<file path="config.mk">
export PLATFORM = sky130hd
export DESIGN_NAME = fetch_unit_flat
export DESIGN_NICKNAME = d
export VERILOG_FILES = /design/src/rtl/cpu_pkg.sv /design/src/rtl/fetch_unit_if.sv /design/src/rtl/pc_register.sv /design/src/rtl/fetch_unit.sv /design/src/flat_wrapper.sv
export SDC_FILE = /design/constraint.sdc
export NUM_CORES = 1
export LEC_CHECK = 0
export CORE_AREA = 4 4 107 109
export DETAILED_ROUTE_END_ITERATION = 10
export DIE_AREA = 0 0 111 113
export PLACE_DENSITY = 0.84
export SYNTH_ARGS = -nofsm -noshare
export SYNTH_HDL_FRONTEND = slang
export SYNTH_SLANG_ARGS = --single-unit
</file>
<file path="constraint.sdc">
create_clock -name clk_i -period 5.5 [get_ports clk_i]
set_input_delay 1.1 -clock clk_i [delete_from_list [all_inputs] [get_ports clk_i]]
set_output_delay 1.1 -clock clk_i [all_outputs]
set_load 0.02 [all_outputs]
</file>
<file path="src/rtl/cpu_pkg.sv">
// Shared types and constants for the CPU front end.
// Imported by the fetch stage and its interface users.
package cpu_pkg;

    localparam int XLEN = 32;
    localparam logic [XLEN-1:0] RESET_PC_DEFAULT = 32'hBFC0_0000;
    localparam logic [XLEN-1:0] NOP_INSTR = 32'h0000_0013;

    typedef enum logic [1:0] {
        ISSUE,
        WAIT,
        FULL,
        DROP
    } fetch_state_t;

endpackage

</file>
<file path="src/rtl/fetch_unit_if.sv">
// Fetch-stage bus bundle: instruction memory, redirect input and
// the valid/ready link to decode.
interface fetch_unit_if #(
    parameter int XLEN = cpu_pkg::XLEN
);

    logic            imem_req_o;
    logic [XLEN-1:0] imem_addr_o;
    logic            imem_rvalid_i;
    logic [XLEN-1:0] imem_rdata_i;
    logic            redirect_i;
    logic [XLEN-1:0] redirect_pc_i;
    logic            instr_valid_o;
    logic            instr_ready_i;
    logic [XLEN-1:0] instr_o;
    logic [XLEN-1:0] pc_o;
    logic [XLEN-1:0] pc_plus4_o;

    modport master (
        output imem_req_o,
        output imem_addr_o,
        input  imem_rvalid_i,
        input  imem_rdata_i,
        input  redirect_i,
        input  redirect_pc_i,
        output instr_valid_o,
        input  instr_ready_i,
        output instr_o,
        output pc_o,
        output pc_plus4_o
    );

    modport slave (
        input  imem_req_o,
        input  imem_addr_o,
        output imem_rvalid_i,
        output imem_rdata_i,
        output redirect_i,
        output redirect_pc_i,
        input  instr_valid_o,
        output instr_ready_i,
        input  instr_o,
        input  pc_o,
        input  pc_plus4_o
    );

endinterface

</file>
<file path="src/rtl/pc_register.sv">
// Fetch PC flop: redirect load wins over the +4 step taken when
// a fetch response is accepted.
module pc_register #(
    parameter int              XLEN     = 32,
    parameter logic [XLEN-1:0] RESET_PC = '0
) (
    input  logic            clk,
    input  logic            rst,
    input  logic            load,
    input  logic [XLEN-1:0] target,
    input  logic            incr,
    output logic [XLEN-1:0] pc
);

    always_ff @(posedge clk) begin
        if (rst) begin
            pc <= RESET_PC;
        end else if (load) begin
            pc <= {target[XLEN-1:2], 2'b00};
        end else if (incr) begin
            pc <= pc + XLEN'(4);
        end
    end

endmodule

</file>
<file path="src/rtl/fetch_unit.sv">
// Instruction fetch stage: one outstanding imem request, a one-entry
// output buffer towards decode, and redirect/flush handling.
module fetch_unit
    import cpu_pkg::*;
#(
    parameter int              XLEN     = 32,
    parameter logic [XLEN-1:0] RESET_PC = 32'hBFC0_0000
) (
    input logic         clk_i,
    input logic         rst_i,
    fetch_unit_if.master bus
);

    fetch_state_t    state;
    fetch_state_t    state_n;
    logic            out_valid;
    logic [XLEN-1:0] out_instr;
    logic [XLEN-1:0] out_pc;
    logic [XLEN-1:0] fetch_pc;
    logic            redirect;
    logic            rvalid;
    logic            accept;
    logic            xfer;

    assign redirect = bus.redirect_i;
    assign rvalid   = bus.imem_rvalid_i;
    assign accept   = (state == WAIT) && rvalid && !redirect;
    assign xfer     = bus.instr_valid_o && bus.instr_ready_i;

    pc_register #(
        .XLEN     (XLEN),
        .RESET_PC (RESET_PC)
    ) u_pc (
        .clk    (clk_i),
        .rst    (rst_i),
        .load   (redirect),
        .target (bus.redirect_pc_i),
        .incr   (accept),
        .pc     (fetch_pc)
    );

    assign bus.imem_addr_o = fetch_pc;
    assign bus.imem_req_o  = !rst_i && !redirect &&
                             ((state == ISSUE) ||
                              ((state == FULL) && bus.instr_ready_i));

    always_comb begin
        state_n = state;
        if (redirect) begin
            // A request still in flight must have its response swallowed
            if (((state == WAIT) && !rvalid) || (state == DROP)) begin
                state_n = DROP;
            end else begin
                state_n = ISSUE;
            end
        end else begin
            unique case (state)
                ISSUE: state_n = WAIT;
                WAIT:  if (rvalid) state_n = FULL;
                FULL:  if (bus.instr_ready_i) state_n = WAIT;
                DROP:  if (rvalid) state_n = ISSUE;
            endcase
        end
    end

    always_ff @(posedge clk_i) begin
        if (rst_i) begin
            state <= ISSUE;
        end else begin
            state <= state_n;
        end
    end

    always_ff @(posedge clk_i) begin
        if (rst_i) begin
            out_valid <= 1'b0;
            out_instr <= '0;
            out_pc    <= '0;
        end else if (redirect) begin
            out_valid <= 1'b0;
        end else if (accept) begin
            out_valid <= 1'b1;
            out_instr <= bus.imem_rdata_i;
            out_pc    <= fetch_pc;
        end else if (xfer) begin
            out_valid <= 1'b0;
        end
    end

    assign bus.instr_valid_o = out_valid && !rst_i;
    assign bus.instr_o       = out_instr;
    assign bus.pc_o          = out_pc;
    assign bus.pc_plus4_o    = out_pc + XLEN'(4);

endmodule

</file>
<file path="src/flat_wrapper.sv">
// flat-port wrapper written by rule: the top's interface ports become plain ports
module fetch_unit_flat import cpu_pkg::*;
#(
    parameter int              XLEN     = 32,
    parameter logic [XLEN-1:0] RESET_PC = 32'hBFC0_0000
)
  (clk_i, rst_i, bus_imem_req_o, bus_imem_addr_o, bus_imem_rvalid_i, bus_imem_rdata_i, bus_redirect_i, bus_redirect_pc_i, bus_instr_valid_o, bus_instr_ready_i, bus_instr_o, bus_pc_o, bus_pc_plus4_o);
  fetch_unit_if #(.XLEN(XLEN)) bus_i ();
  input logic clk_i;
  input logic rst_i;
  output wire logic [$bits(bus_i.imem_req_o)-1:0] bus_imem_req_o;
  output wire logic [$bits(bus_i.imem_addr_o)-1:0] bus_imem_addr_o;
  input wire logic [$bits(bus_i.imem_rvalid_i)-1:0] bus_imem_rvalid_i;
  input wire logic [$bits(bus_i.imem_rdata_i)-1:0] bus_imem_rdata_i;
  input wire logic [$bits(bus_i.redirect_i)-1:0] bus_redirect_i;
  input wire logic [$bits(bus_i.redirect_pc_i)-1:0] bus_redirect_pc_i;
  output wire logic [$bits(bus_i.instr_valid_o)-1:0] bus_instr_valid_o;
  input wire logic [$bits(bus_i.instr_ready_i)-1:0] bus_instr_ready_i;
  output wire logic [$bits(bus_i.instr_o)-1:0] bus_instr_o;
  output wire logic [$bits(bus_i.pc_o)-1:0] bus_pc_o;
  output wire logic [$bits(bus_i.pc_plus4_o)-1:0] bus_pc_plus4_o;
  assign bus_imem_req_o = bus_i.imem_req_o;
  assign bus_imem_addr_o = bus_i.imem_addr_o;
  assign bus_i.imem_rvalid_i = bus_imem_rvalid_i;
  assign bus_i.imem_rdata_i = bus_imem_rdata_i;
  assign bus_i.redirect_i = bus_redirect_i;
  assign bus_i.redirect_pc_i = bus_redirect_pc_i;
  assign bus_instr_valid_o = bus_i.instr_valid_o;
  assign bus_i.instr_ready_i = bus_instr_ready_i;
  assign bus_instr_o = bus_i.instr_o;
  assign bus_pc_o = bus_i.pc_o;
  assign bus_pc_plus4_o = bus_i.pc_plus4_o;
  fetch_unit #(.XLEN(XLEN), .RESET_PC(RESET_PC)) u_core (.clk_i(clk_i), .rst_i(rst_i), .bus(bus_i));
endmodule
</file>
==> reports/metrics.yaml, run 1 <==
skew_ns: 0.01506
peakVddDrop_uv: 200.4
syn_area_per_cell_um2: 7.641
remaining_drc_errors: 0
synth-compound-area-share_pct: 14.67
die-area_um2: 12540
drt_iter0_drc: 282
critPathKind: "reg -> out"
finalWirelength_um: 14590
drv_cap: 0
n_antenna_cell: 0
finalSetupViolCount: 0
hold_viol: 0
cp.required_ns: 4.40
drive_gt1_share_pct: 3.708
final_nets: 848
syn-cell-area_um2: 4700
routabilityCongestion: 0.8978
critPathLaunchType: "flip-flop"
slew_headroom_pct: 23.90
ys_seq_area_share_pct: 40.47
finalMaxSlewViolations: 0
worstPathArrival_ns: 3.04
dp.cells: 906
ys_seq_elements: 95
synth_flop_cell: "dfxtp_1"
die_x_um: 111
path_cells: "ha_1 > and4_1 > nor4b_2 > nand4_1 > xnor2_1 > clkdlybuf4s50_1"
io_pins: 199
endpoint_kind: "output pin"
clk_pin_slew_ns: 0.10
rows: 38
floorplan.initialDensity_pct: 44.32
status: "completed"
wl_per_cell_um: 15.82
area_delta_synth_final_pct: 46.19
vias: 5066
p_leak_nw: 2.257
antenna_found_initial: 0
dr.pass1.iters: 5
cts_tree: "built"
power.total_w: 0.001517
dp_hpwl_um: 10780
setup_tns_ns: 0
synth_top_area_cell: "dfxtp_1"
h-tree-depth: 3
synth_edf_count: 0
crit_family: "simple AND/OR/NAND/NOR gates"
rsz0062_at_grt: "no"
clk_latency_ns: 0.37
die_height_um: 113
layoutNonFillerInstCount: 922
postCtsSetupBuffers: 0
grt_max_degree: 109
fin_crit_sh_pct: 75.33
power.density_nw_per_um2: 220.8
cts_buffers: 9
grt_pass1_vias: 4694
synth_cell_types: 52
cts_resized: 0
io_buffers: 190
overflow: 0
ys_warn_count: 0
synth_top_family_by_area: "simple AND/OR/NAND/NOR gates"
yosys.area_share.adder_pct: 0.5325
synth_xor_xnor_area_share_pct: 7.268
worstHoldPathType: "reg -> reg"
ctsHoldBuffers: 0
crit_slowest_cell: "nor4b_2"
async_reset_ff_share_pct: 0
tightestPinTransition_ns: 1.137
synthCells: 615
synth_top_area_share_pct: 40.47
clk_path_buf_depth: 2
path_buf_inv: 1
muxShareOfSynthArea_pct: 0.2396
grt_pass1_wl_um: 23560
holdWs_ns: 0.4596
core-area_um2: 10600
critPathMaxFanout: 8
clock_sinks: 95
fillers: 879
viasPerCell: 5.495
whs_path_depth: 2
reg2regPathDepth: 4
period_needed_ns: 4.143
max_clock_freq_mhz: 241.4
ant_nets: 0
synthSimpleGateAreaFrac_pct: 31.76
cts_root_buffer: "clkbuf_8"
cp.depth: 6
cp_slowest_stage_delay_ns: 0.70
grt_use_total_pct: 22.60
synth_area_leaders: "dfxtp_1 (40%), nand2_1 (12%), a21oi_1 (7.3%)"
==> cell usage after synthesis (all sizes together) (3+ instances only) <==
cell / count
a211oi: 12
a21oi: 69
a221oi: 3
a311oi: 6
a31oi: 3
and2: 3
and3: 7
and4: 8
buf: 11
clkbuf: 38
dfxtp: 95
inv: 6
nand2: 152
nand2b: 3
nand3: 25
nand4: 24
nor2: 29
nor3: 17
nor3b: 5
nor4: 9
o21ai: 8
o31ai: 5
or3: 4
or4: 8
xnor2: 28
xor2: 11
==> routing by layer <==
layer | GRT usage [%] | part of all wire, %
met4 | 5.993 | 1.7
met2 | 39.40 | 50
met3 | 7.059 | 8.6
met1 | 27.11 | 40
met5 | 0 | 0
==> kinds of logic after synthesis <==
family                     Yosys count
xor gates and xnor gates            39
adders and majority gates            2
and+or+nand+nor                    306
DFF                                 95
buffers and inverters               56
AOI/OAI and AO/OA                  115
muxes                                1
other                                1
==> where the power goes <==
part           switching, W  internal (W)  total [W]
Clock              0.000259      0.000262   0.000521
Combinational      0.000118      0.000122   0.000241
Sequential        0.0000421      0.000713   0.000755
==> final timing paths <==
check / startpoint / to / slack (ns)
worst min register to register: u_core.bus.instr_o[2]$_SDFFE_PP0P_ / u_core.bus.instr_o[2]$_SDFFE_PP0P_ / 0.46
worst min-delay path: u_core.bus.instr_o[2]$_SDFFE_PP0P_ / u_core.bus.instr_o[2]$_SDFFE_PP0P_ / 0.46
worst max register to register: u_core.state[0]$_SDFFE_PP0P_ / u_core.u_pc.pc[21]$_SDFFE_PP0P_ / 3.12
worst max-delay path: u_core.bus.pc_o[2]$_SDFFE_PP0P_ / bus_pc_plus4_o[28] / 1.36
==> cells in the final DEF, fill, tap and decap left out, types with 2 or more instances in the layout <==
cell type / netlist / routed
or3_1: 4 / 4
nand3_1: 25 / 25
nor3b_1: 5 / 4
nor2_1: 29 / 29
inv_1: 6 / 6
and2_1: 3 / 3
xor2_1: 11 / 11
nand2b_1: 3 / 3
or4_1: 8 / 8
nor2b_1: 2 / 2
bufinv_16: 0 / 2
a311oi_1: 6 / 6
o21ai_0: 8 / 8
nand2_1: 152 / 152
nor4_1: 9 / 9
nor3_1: 17 / 17
nand4_1: 23 / 23
buf_4: 6 / 6
o31ai_1: 5 / 5
and4_1: 7 / 7
ha_1: 2 / 2
nand3b_1: 2 / 2
conb_1: 1 / 6
a221oi_1: 3 / 3
clkdlybuf4s50_1: 0 / 189
dfxtp_1: 95 / 95
a21oi_1: 69 / 69
inv_6: 0 / 3
clkbuf_8: 0 / 9
xnor2_1: 28 / 28
a31oi_1: 3 / 3
a211oi_1: 12 / 12
o31a_1: 2 / 2
and3_1: 7 / 7
==> through the flow <==
stage	worst slack (ns)	utilization [%]	cell area (µm²)
3_5_place_dp	1.750	62.66	6644
3_3_place_gp	1.782	62.66	6644
2_1_floorplan	2.184	-	4718
4_1_cts	1.332	64.80	6870
6_report	1.357	64.80	6870
5_1_grt	1.155	64.80	6870
==> final cells by class <==
type	count	area (µm²)	area share, %
repair buffers	195	1937	28.19
flip-flops and latches	95	1902	27.68
multi-input cells	469	2604	37.90
clock buffers	9	123.9	1.803
clock inverters	7	102.6	1.493
well taps	140	175.2	2.550
inverters	7	26.28	0.3824
==> sequential cells by signal, indices dropped and copies added, names as in the netlist <==
signal,cells
u_core.bus.instr_o,32
u_core.bus.pc_o,30
u_core.out_valid,1
u_core.state,2
u_core.u_pc.pc,30
==> tightest hold or removal path: cells and delay by family, from the launching register on <==
family | cells | cell delay (ns)
AOI/OAI and AO/OA | 1 | 0.05
DFF | 1 | 0.32
and+or+nand+nor | 1 | 0.05
Note: power is estimated with default switching activity, not from simulation.
==> run 2, diff against run 1 <==
Settings changed: CORE_AREA 4 4 107 109 to 4 4 115 117, DIE_AREA 0 0 111 113 to 0 0 119 121, PLACE_DENSITY 0.84 to 0.77.
Clock period 5.5 ns to 3.6 ns, I/O delays scaled along.
==> run 2 against run 1 <==
Via count is 1.3% lower. Hold slack worse by 0.0035 ns. Global-route usage fell by 2.3 points. Sequential cell count stayed put. Clock power up 98%. Sequential share of layout area down 0.70 points. Register-to-register slack got worse by 1.8 ns. Final cell count rose by 4.1%. Critical path depth up 1.
==> reports/metrics.yaml, run 2 (synthesized netlist as in run 1, its figures left out) <==
status: "completed"
dp_hpwl_um: 10980  # +1.9%
final_common_cell: "clkdlybuf4s50_1"
clk_latency_ns: 0.34  # -0.03 ns
cts_buffers: 9  # unchanged
finalSetupViolCount: 0  # unchanged
die_height_um: 121  # +7.1%
final_nets: 854  # +0.71%
ctsHoldBuffers: 0  # unchanged
critPathKind: "reg -> out"
drt_iter0_drc: 256  # -9.2%
die-area_um2: 14400  # +15%
antenna_found_initial: 0  # unchanged
area_delta_synth_final_pct: 50.00
endpoint_kind: "output pin"
viasPerCell: 5.210  # -5.2%
core-area_um2: 12360  # +17%
cts_tree: "built"
cts_resized: 0  # unchanged
power.density_nw_per_um2: 362.4  # +64%
routabilityCongestion: 0.8178  # -8.9%
floorplan.initialDensity_pct: 38.01  # -6.3 points
dp.cells: 944  # +4.2%
cts_root_buffer: "clkbuf_16"
grt_pass1_wl_um: 24360  # +3.4%
critPathMaxFanout: 8  # unchanged
clk_path_buf_depth: 2  # unchanged
clock_sinks: 95  # unchanged
rows: 41  # +7.9%
grt_use_total_pct: 20.35  # -2.3 points
cp.required_ns: 2.88  # -1.52 ns
h-tree-depth: 3  # unchanged
overflow: 0  # unchanged
period_needed_ns: 3.350
setup_tns_ns: 0  # unchanged
tightestPinTransition_ns: 1.083  # -0.05336 ns
vias: 5002  # -1.3%
remaining_drc_errors: 0  # unchanged
worstHoldPathType: "reg -> reg"
layoutNonFillerInstCount: 960  # +4.1%
worstPathArrival_ns: 2.63  # -0.41 ns
hold_viol: 0  # unchanged
critPathLaunchType: "flip-flop"
drive_gt1_share_pct: 4.442  # +0.73 points
max_clock_freq_mhz: 298.5
io_pins: 199  # unchanged
slew_headroom_pct: 27.79  # +3.9 points
fin_crit_sh_pct: 93.05
largest_reg_flops: 32  # unchanged
rsz0062_at_grt: "no"
dr.pass1.iters: 5  # unchanged
die_x_um: 119  # +7.2%
peakVddDrop_uv: 194.2  # -3.1%
placed_area_um2: 6729  # +1.3%
drv_cap: 0  # unchanged
fin_area_um2: 7049  # +2.6%
wl_per_cell_um: 15.51  # -2.0%
postCtsSetupBuffers: 0  # unchanged
final_core_util_pct: 57.02  # -7.8 points
p_leak_nw: 2.332  # +3.3%
final_cell_mix: "clkdlybuf4s50_1 (189), nand2_1 (152), dfxtp_1 (95)"
clk_pin_slew_ns: 0.07  # -0.03 ns
n_antenna_cell: 0  # unchanged
ant_nets: 0  # unchanged
grt_max_degree: 108  # -0.92%
io_buffers: 190  # unchanged
finalMaxSlewViolations: 0  # unchanged
skew_ns: 0.006512  # -0.008546 ns
grt_pass1_vias: 4922  # +4.9%
finalWirelength_um: 14890  # +2.0%
run 2: cell count changes in the layout (fill, tap and decap cells not counted):
cell / previous run / this run
buf_4: 6 / 12
clkbuf_8: 9 / 0
clkinv_4: 1 / 0
clkinv_2: 0 / 2
inv_6: 3 / 2
clkbuf_16: 0 / 9
run 2: stage by stage:
step	total power [W]	hold WS, ns	setup WS (ns)
floorplan	0.001343	0.4870	0.8591
global placement	0.001538	0.4412	0.6718
detailed placement	0.001546	0.4469	0.6271
CTS	0.002578	0.4562	0.2489
global route	0.002650	0.4745	0.07789
finish	0.002554	0.4562	0.2500
run 2: path summary, 6_finish.rpt:
| path | slack, ns | start | cells after the start | to |
|---|---|---|---|---|
| min | 0.46 | u_core.bus.instr_o[21]$_SDFFE_PP0P_ | 2 | u_core.bus.instr_o[21]$_SDFFE_PP0P_ |
| max | 0.25 | u_core.bus.pc_o[2]$_SDFFE_PP0P_ | 7 | bus_pc_plus4_o[28] |
| min reg2reg | 0.46 | u_core.bus.instr_o[21]$_SDFFE_PP0P_ | 2 | u_core.bus.instr_o[21]$_SDFFE_PP0P_ |
| max reg2reg | 1.31 | u_core.u_pc.pc[11]$_SDFFE_PP0P_ | 4 | u_core.u_pc.pc[29]$_SDFFE_PP1P_ |
run 2: critical path, cell delays in order, from the launching register on:
cell and delay (ns):
dfxtp_1 0.43, ha_1 0.24, and4_1 0.28, nor4b_2 0.21
buf_4 0.20, nand4_1 0.12, xnor2_1 0.17, clkdlybuf4s50_1 0.64
run 2: layer usage:
| layer | track usage, % | up-vias | routed length (µm) |
|---|---|---|---|
| li1 | - | 2504 | - |
| met1 | 24.37 | 2300 | 6182 |
| met2 | 34.86 | 180 | 7165 |
| met3 | 6.573 | 18 | 1317 |
| met4 | 6.010 | 0 | 221 |
| met5 | 0 | - | 0 |
run 2: area by class of cell:
class                           instances  area (µm²)
Inverter                                7       26.28
Timing Repair Buffer                  201        1982
Clock inverter                          7       95.09
Fill cell                            1138        5314
Tap cell                              172       215.2
Multi-Input combinational cell        469        2604
Clock buffer                            9       225.2
Sequential cell                        95        1902
run 2: power breakdown:
group          leakage, nW  internal, W  switching [W]
registers            0.775      0.00109      0.0000636
logic                 1.40     0.000188       0.000181
clock network        0.156     0.000612       0.000420
total                 2.33      0.00189       0.000665
==> run 3, diff against run 2 <==
Settings changed: CAP_MARGIN set to 10.
==> results of run 3 <==
Final layout, timing and power as in run 2 (identical DEF).
